==> config.mk <==
export PLATFORM = sky130hd
export DESIGN_NAME = multi_edge_detector_flat
export DESIGN_NICKNAME = d
export VERILOG_FILES = /design/src/rtl/multi_edge_detector_if.sv /design/src/rtl/multi_edge_detector.sv /design/src/flat_wrapper.sv
export SDC_FILE = /design/constraint.sdc
export NUM_CORES = 1
export LEC_CHECK = 0
export BUFFER_PORTS_ARGS = -buffer_cell sky130_fd_sc_hd__clkbuf_2
export CAP_MARGIN = 15
export CORE_AREA = 2 2 68 118
export DETAILED_ROUTE_END_ITERATION = 7
export DIE_AREA = 0 0 70 120
export SLEW_MARGIN = 30
export SYNTH_ARGS = -nofsm -noshare
export SYNTH_HDL_FRONTEND = slang
export SYNTH_SLANG_ARGS = --single-unit
==> constraint.sdc <==
create_clock -name clk -period 2.73 [get_ports clk]
set_clock_uncertainty 0.15 [all_clocks]
set_input_delay 0.546 -clock clk [delete_from_list [all_inputs] [get_ports clk]]
set_output_delay 0.546 -clock clk [all_outputs]
set_load 0.005 [all_outputs]
==> src/rtl/multi_edge_detector_if.sv <==
// multi_edge_detector_if: channel I/O bundle for multi_edge_detector
// master drives I, mode, clear, irq_en; slave returns edge_pulse, edge_dir, level, flag, irq
interface multi_edge_detector_if #(parameter int NUM_CH = 4);
  logic [NUM_CH-1:0]   I;
  logic [2*NUM_CH-1:0] mode;
  logic [NUM_CH-1:0]   clear;
  logic [NUM_CH-1:0]   irq_en;
  logic [NUM_CH-1:0]   edge_pulse;
  logic [NUM_CH-1:0]   edge_dir;
  logic [NUM_CH-1:0]   level;
  logic [NUM_CH-1:0]   flag;
  logic                irq;
  modport master (output I, mode, clear, irq_en, input edge_pulse, edge_dir, level, flag, irq);
  modport slave (input I, mode, clear, irq_en, output edge_pulse, edge_dir, level, flag, irq);
endinterface

==> src/rtl/multi_edge_detector.sv <==
// multi_edge_detector: per-channel synchroniser, debounce FSM, mode-gated edge pulses, sticky flags, irq
// clk: rising-edge clock; reset: async active-low; bus: slave side of multi_edge_detector_if
module multi_edge_detector #(
  parameter int NUM_CH = 4,
  parameter int SYNC_STAGES = 2,
  parameter int DEBOUNCE_CYCLES = 4
) (
  input logic clk,
  input logic reset,
  multi_edge_detector_if.slave bus
);
  localparam int CW = $clog2(SYNC_STAGES + DEBOUNCE_CYCLES + 1);
  localparam logic [CW-1:0] INIT_END = CW'(SYNC_STAGES + DEBOUNCE_CYCLES - 1);
  localparam logic [CW-1:0] PEND_END = CW'(DEBOUNCE_CYCLES - 1);
  typedef enum logic [1:0] {INIT, STABLE, PEND} state_t;
  logic [NUM_CH-1:0] pulse_v, dir_v, level_v, flag_v;
  logic irq_q, irq_d;
  for (genvar c = 0; c < NUM_CH; c++) begin : g_ch
    logic [SYNC_STAGES-1:0] sync_q, sync_d;
    state_t state_q, state_d;
    logic [CW-1:0] cnt_q, cnt_d;
    logic level_q, level_d, pulse_q, pulse_d, dir_q, dir_d, flag_q, flag_d, acc, s;
    assign s = sync_q[SYNC_STAGES-1];
    always_comb begin
      sync_d = {sync_q[SYNC_STAGES-2:0], bus.I[c]};
      state_d = state_q;
      cnt_d = cnt_q;
      level_d = level_q;
      acc = 1'b0;
      case (state_q)
        INIT: begin
          if (cnt_q == INIT_END) begin
            level_d = s;
            cnt_d = '0;
            state_d = STABLE;
          end else cnt_d = cnt_q + CW'(1);
        end
        STABLE: begin
          if (s != level_q) begin
            if (DEBOUNCE_CYCLES == 1) acc = 1'b1;
            else begin
              state_d = PEND;
              cnt_d = CW'(1);
            end
          end
        end
        PEND: begin
          if (s == level_q) begin
            state_d = STABLE;
            cnt_d = '0;
          end else if (cnt_q == PEND_END) acc = 1'b1;
          else cnt_d = cnt_q + CW'(1);
        end
        default: state_d = INIT;
      endcase
      if (acc) begin
        level_d = ~level_q;
        state_d = STABLE;
        cnt_d = '0;
      end
      // new level is ~level_q: rising uses mode bit 0, falling uses mode bit 1
      pulse_d = acc & (level_q ? bus.mode[2*c+1] : bus.mode[2*c]);
      dir_d = acc & ~level_q;
      // set from the visible pulse so a clear in the pulse cycle loses
      flag_d = pulse_q | (flag_q & ~bus.clear[c]);
    end
    always_ff @(posedge clk or negedge reset) begin
      if (!reset) begin
        sync_q <= '0;
        state_q <= INIT;
        cnt_q <= '0;
        level_q <= 1'b0;
        pulse_q <= 1'b0;
        dir_q <= 1'b0;
        flag_q <= 1'b0;
      end else begin
        sync_q <= sync_d;
        state_q <= state_d;
        cnt_q <= cnt_d;
        level_q <= level_d;
        pulse_q <= pulse_d;
        dir_q <= dir_d;
        flag_q <= flag_d;
      end
    end
    assign pulse_v[c] = pulse_q;
    assign dir_v[c] = dir_q;
    assign level_v[c] = level_q;
    assign flag_v[c] = flag_q;
  end
  always_comb irq_d = |(flag_v & bus.irq_en);
  always_ff @(posedge clk or negedge reset) begin
    if (!reset) irq_q <= 1'b0;
    else irq_q <= irq_d;
  end
  assign bus.edge_pulse = pulse_v;
  assign bus.edge_dir = dir_v;
  assign bus.level = level_v;
  assign bus.flag = flag_v;
  assign bus.irq = irq_q;
endmodule
==> src/flat_wrapper.sv <==
// flat-port wrapper written by rule: the top's interface ports become plain ports
module multi_edge_detector_flat 
#(
  parameter int NUM_CH = 4,
  parameter int SYNC_STAGES = 2,
  parameter int DEBOUNCE_CYCLES = 4
)
  (clk, reset, bus_I, bus_mode, bus_clear, bus_irq_en, bus_edge_pulse, bus_edge_dir, bus_level, bus_flag, bus_irq);
  multi_edge_detector_if #(.NUM_CH(NUM_CH)) bus_i ();
  input logic clk;
  input logic reset;
  input wire logic [$bits(bus_i.I)-1:0] bus_I;
  input wire logic [$bits(bus_i.mode)-1:0] bus_mode;
  input wire logic [$bits(bus_i.clear)-1:0] bus_clear;
  input wire logic [$bits(bus_i.irq_en)-1:0] bus_irq_en;
  output wire logic [$bits(bus_i.edge_pulse)-1:0] bus_edge_pulse;
  output wire logic [$bits(bus_i.edge_dir)-1:0] bus_edge_dir;
  output wire logic [$bits(bus_i.level)-1:0] bus_level;
  output wire logic [$bits(bus_i.flag)-1:0] bus_flag;
  output wire logic [$bits(bus_i.irq)-1:0] bus_irq;
  assign bus_i.I = bus_I;
  assign bus_i.mode = bus_mode;
  assign bus_i.clear = bus_clear;
  assign bus_i.irq_en = bus_irq_en;
  assign bus_edge_pulse = bus_i.edge_pulse;
  assign bus_edge_dir = bus_i.edge_dir;
  assign bus_level = bus_i.level;
  assign bus_flag = bus_i.flag;
  assign bus_irq = bus_i.irq;
  multi_edge_detector #(.NUM_CH(NUM_CH), .SYNC_STAGES(SYNC_STAGES), .DEBOUNCE_CYCLES(DEBOUNCE_CYCLES)) u_core (.clk(clk), .reset(reset), .bus(bus_i));
endmodule
# ---- Word-level counts from Yosys, hierarchy flattened
# Cells that the tools add are included.
dict set report totals {
  reg_bits 45
  in_bits 22
  out_inout_bits 17
  elab_cells 199
}
dict set report op_classes {
  add_sub_neg 4
  eq_ne 40
  n_mux 72
  n_bitwise 25
  n_reduce_logical 29
}
# cell n
set op_table {}
lappend op_table {{3-bit two-way mux} 20}
lappend op_table {{3-bit by 1-bit inequality test with 1-bit output (second input constant)} 12}
lappend op_table {{3-bit case mux with 3 select lines} 4}
lappend op_table {{2-bit two-way mux} 16}
lappend op_table {{1-bit two-way mux} 28}
lappend op_table {{2-bit case mux with 3 select lines} 4}
lappend op_table {{3-bit AND reduction} 8}
lappend op_table {{4-bit by 2-bit inequality test with 1-bit output (second input constant)} 4}
lappend op_table {{2-bit nonzero test} 8}
lappend op_table {{4-bit nonzero test} 4}
lappend op_table {{3-bit by 1-bit adder with 3-bit output (second input constant)} 4}
lappend op_table {{1-bit AND} 12}
lappend op_table {{3-bit by 2-bit == test with 1-bit output (second input constant)} 4}
lappend op_table {{3-bit == test (second input constant)} 4}
lappend op_table {{2-bit by 1-bit == test with 1-bit output (second input constant)} 4}
lappend op_table {{2-bit == test (second input constant)} 4}
lappend op_table {{2-bit logical NOT} 4}
lappend op_table {{1-bit NOT} 8}
lappend op_table {{2-bit AND reduction} 4}
lappend op_table {{4-bit AND} 1}
lappend op_table {{1-bit == test} 4}
lappend op_table {{1-bit inequality test} 4}
lappend op_table {{1-bit bitwise OR} 4}
lappend op_table {{4-bit OR reduction} 1}

# ---- Longest topological paths before layout
dict set report depth {
  ltp_word 6
  mapped_depth 6
  ltp_nobuf 6
}

# ---- Least setup slack after synthesis
# OpenSTA, ideal clock, no wires.
dict set report synth_timing {
  path_type {register -> register}
  start {register u_core.g_ch[0].cnt_q[0]}
  end {register u_core.g_ch[0].state_q[1]}
  setup_time_ns 0.125
  t_arrival_ns 1.530
  required_ns 2.455
  path_slack_ns 0.925
  path_stages_with_launch 6
  path_buffers 0
  synth_period_minus_slack_ns 1.805
  path_cell_list {dfrtp_1 > ha_1 > ha_1 > and3_1 > o21ai_0 > mux2_2}
}
dict set report synth_via {
  elab_chain_cells 6
  elab_cells_between_ends 10
  cone_classes {5 x eq/ne; 4 x mux; 1 x reduce/logical}
}
# element line_no
set synth_rtl {}
lappend synth_rtl {{start, declared} multi_edge_detector.sv:21} ;# logic [CW-1:0] cnt_q, cnt_d;
lappend synth_rtl {{start signal, assigned} multi_edge_detector.sv:79} ;# cnt_q <= cnt_d;
lappend synth_rtl {{3-bit by 2-bit == test with 1-bit output} multi_edge_detector.sv:51} ;# end else if (cnt_q == PEND_END) acc = 1'b1;
lappend synth_rtl {{1-bit two-way mux} multi_edge_detector.sv:51}
lappend synth_rtl {{1-bit two-way mux} multi_edge_detector.sv:48} ;# if (s == level_q) begin
lappend synth_rtl {{1-bit two-way mux} multi_edge_detector.sv:30} ;# case (state_q)
lappend synth_rtl {{3-bit by 1-bit inequality test with 1-bit output (no source line)} n/a}
lappend synth_rtl {{3-bit AND reduction (no source line)} n/a}
lappend synth_rtl {{end signal, assigned} multi_edge_detector.sv:78} ;# state_q <= state_d;
lappend synth_rtl {{end, declared} multi_edge_detector.sv:20} ;# state_t state_q, state_d;
# Several ways; a longest one is shown, not always the timed one.
# A chain may end at the register's enable or synchronous reset.

# ---- Final worst setup path
dict set report layout_timing {
  start {register u_core.g_ch[3].cnt_q[0]}
  end {register u_core.g_ch[3].cnt_q[1]}
}
dict set report layout_via {
  elab_chain_cells 6
  elab_cells_between_ends 15
  cone_classes {1 x add/sub; 4 x eq/ne; 8 x mux; 2 x reduce/logical}
}
# element line_no
set layout_rtl {}
lappend layout_rtl {{start, declared} multi_edge_detector.sv:21}
lappend layout_rtl {{start signal, assigned} multi_edge_detector.sv:79}
lappend layout_rtl {{parallel branches: the longest is 6 deep, another holds 3-bit by 1-bit adder with 3-bit output} n/a}
# Parallel ways; which one is timed is not known. The select of a mux whose other input is x is not followed.

==> impl_metrics.tcl <==
set metrics [dict create \
    outcome "completed" \
    timing.hold.ws_ns 0.184 \
    layout.cells.most_common "dfrtp_1" \
    via_per_inst 4.94 \
    nNetsFinal 323 \
    antenna_found_initial 0 \
    critPathTopFamily "simple AND/OR/NAND/NOR gates" \
    cts-root-buf "clkbuf_16" \
    grt_max_degree 37 \
    synth-main-ff-cell "dfrtp_1" \
    maxSlewHeadroom_pct 48.3 \
    synthDistinctLibCells 36 \
    synthCells 240 \
    path_buf_inv 0 \
    avgSynthCellArea_um2 10.5 \
    hold_class "in2async" \
    cp-start-kind "register" \
    required_ns 2.78 \
    diodes 0 \
    syn_to_final_growth_pct 13.3 \
    vias 1772 \
    drive_above_1_share_pct 22.5 \
    port_buffers 38 \
    dp_hpwl_mm 3.52 \
    clk_pin_slew_ns 0.06 \
    maxCapViolations 0 \
    cts_made_buffers 5 \
    grt_pass1_vias 1792 \
    htree_num_levels 2 \
    cpMostUsedCell "ha_1" \
    dr.pass1.iters 4 \
    drt_iter0_drc 96 \
    start_util_pct 33.8 \
    ys_seq_area_share_pct 44.6 \
    grt_use_total_pct 11.6 \
    crit_path_max_fanout 6 \
    cts.sinks 45 \
    critPathMaxStageDelay_ns 0.41 \
    fin_crit_sh_pct 70.2 \
    crit_chain "ha_1 > ha_1 > and3_1 > or3_1 > o31ai_1" \
    cts_hold_buf 0 \
    ys_warn_count 0 \
    fmax_mhz 522 \
    totalWireLength_mm 4.45 \
    ir_drop_mv 0.397 \
    asyncSetResetFlopFracSynth_pct 100 \
    wl_per_cell_um 12.4 \
    pin_count 39 \
    pwr_density_cell_mw_per_mm2 1060 \
    path_class "reg2reg" \
    grt_first_pass_wirelength_mm 7.81 \
    cts_tree "built" \
    cp-end-kind "register" \
    syn_area_mm2 0.00252 \
    clock_latency_ns 0.29 \
    crit_slowest_cell "dfrtp_1" \
    hold_viol_final 0 \
    post_cts_resized 0 \
    drv_slew 0 \
    cts_setup_buffers 0 \
    p_leak_nw 1.48 \
    final_cell_mix "45 x dfrtp_1, 37 x clkbuf_2, 31 x ha_1, 27 x inv_1, 19 x nand2_1" \
    synth_edf_count 0 \
    rsz0062_at_grt "no" \
    drtAntennaViolNets 0 \
    fp.coreArea_mm2 0.00746 \
    fin_setup_tns_ns 0 \
    worstMarginPinSlew_ns 0.776 \
    finalSetupViolations 0 \
    drc_errors 0 \
    gp_routability_congestion 0.884 \
    fin_crit_ns 1.92 \
    fillers 749 \
    ys_ff_latch 45 \
    die_h_um 120 \
    grt_overflow 0 \
    cp.arrival_ns 1.96 \
    die_w_um 70 \
    syn_nets 293 \
    cts_buffer_depth 2 \
    dieArea_mm2 0.00840 \
    rows 42 \
]
==> worst reg2reg max path: cells and delay by family, from the launching register on <==
| family | cells | cell delay (ns) |
|---|---|---|
| adder cells (fa/ha/maj) | 2 | 0.40 |
| AO/OA/AOI/OAI | 1 | 0.23 |
| AND/OR/NAND/NOR | 2 | 0.63 |
| flip-flops | 1 | 0.41 |
==> synthesized netlist by cell type (all sizes together), types with 5 or more instances <==
cell   number  area, um2
dfrtp      45       1130
o21ai       9       45.0
buf        16        120
nor2       15       56.3
ha         31        388
a21o        6       45.0
a21oi       7       35.0
nand3       5       25.0
inv        27        101
a22oi       6       45.0
mux2        7       78.8
o31ai       9       67.6
nand2      19       71.3
==> area by class of cell <==
class / instances / area [um2] / share of cell area [%]
Multi-Input combinational cell: 151 / 1170 / 41.0
Inverter: 27 / 101 / 3.54
Clock buffer: 5 / 125 / 4.37
Timing Repair Buffer: 40 / 205 / 7.17
Sequential cell: 45 / 1130 / 39.4
Tap cell: 88 / 110 / 3.85
Clock inverter: 3 / 21.3 / 0.743
==> final timing paths <==
path / end / depth (start not counted) / from / slack [ns]
max: u_core.g_ch[3].cnt_q[1] / 5 / u_core.g_ch[3].cnt_q[0] / 0.81
max reg2reg: u_core.g_ch[3].cnt_q[1] / 5 / u_core.g_ch[3].cnt_q[0] / 0.81
max in group asynchronous: u_core.g_ch[0].cnt_q[0] / 2 / reset / 1.65
min in group clk: u_core.g_ch[3].sync_q[1] / 0 / u_core.g_ch[3].sync_q[0] / 0.19
min reg2reg: u_core.g_ch[3].sync_q[1] / 0 / u_core.g_ch[3].sync_q[0] / 0.19
min: u_core.g_ch[3].sync_q[1] / 1 / reset / 0.18
==> cell families (layout without fill, tap and decap cells) <==
group / after synthesis / count (layout) / synth area share (%)
buffers and inverters: 44 / 75 / 8.97
muxes: 11 / 11 / 4.71
and+or+nand+nor: 47 / 47 / 8.08
DFF: 45 / 45 / 44.6
adders and majority gates: 31 / 31 / 15.4
xor gates and xnor gates: 6 / 6 / 2.68
AOI/OAI and AO/OA: 56 / 56 / 15.6
==> sequential cells by signal (all words and copies together), names as in the netlist <==
signal and flops:
u_core.g_ch.state_q 8, u_core.g_ch.cnt_q 12, u_core.g_ch.pulse_q 4, u_core.bus.irq 1
u_core.g_ch.flag_q 4, u_core.g_ch.level_q 4, u_core.g_ch.dir_q 4, u_core.g_ch.sync_q 8
==> metrics by stage <==
step / setup WS, ns / power, mW / instance area [um2] / util, % / std cells
after floorplan: 0.925 / 2.15 / 2520 / - / 240
after global placement: 0.868 / 2.44 / 2720 / 36.4 / 351
after detailed placement: 0.795 / 2.47 / 2720 / 36.4 / 351
after CTS: 0.815 / 3.09 / 2860 / 38.3 / 359
after global routing: 0.696 / 3.32 / 2860 / 38.3 / 359
final: 0.813 / 3.04 / 2860 / 38.3 / 359
==> per-layer routing <==
metal  wire length (um)  global-route usage, %
met1               1760                   12.9
met2               2300                   20.1
met3                248                   2.77
met4                142                   6.61
met5                  0                      0
==> power breakdown <==
| group | switching, mW | internal, mW |
|---|---|---|
| clock network | 0.256 | 0.340 |
| registers | 0.221 | 0.864 |
| logic | 0.719 | 0.640 |
| total | 1.20 | 1.84 |
Note: power is estimated with default switching activity, not from simulation.
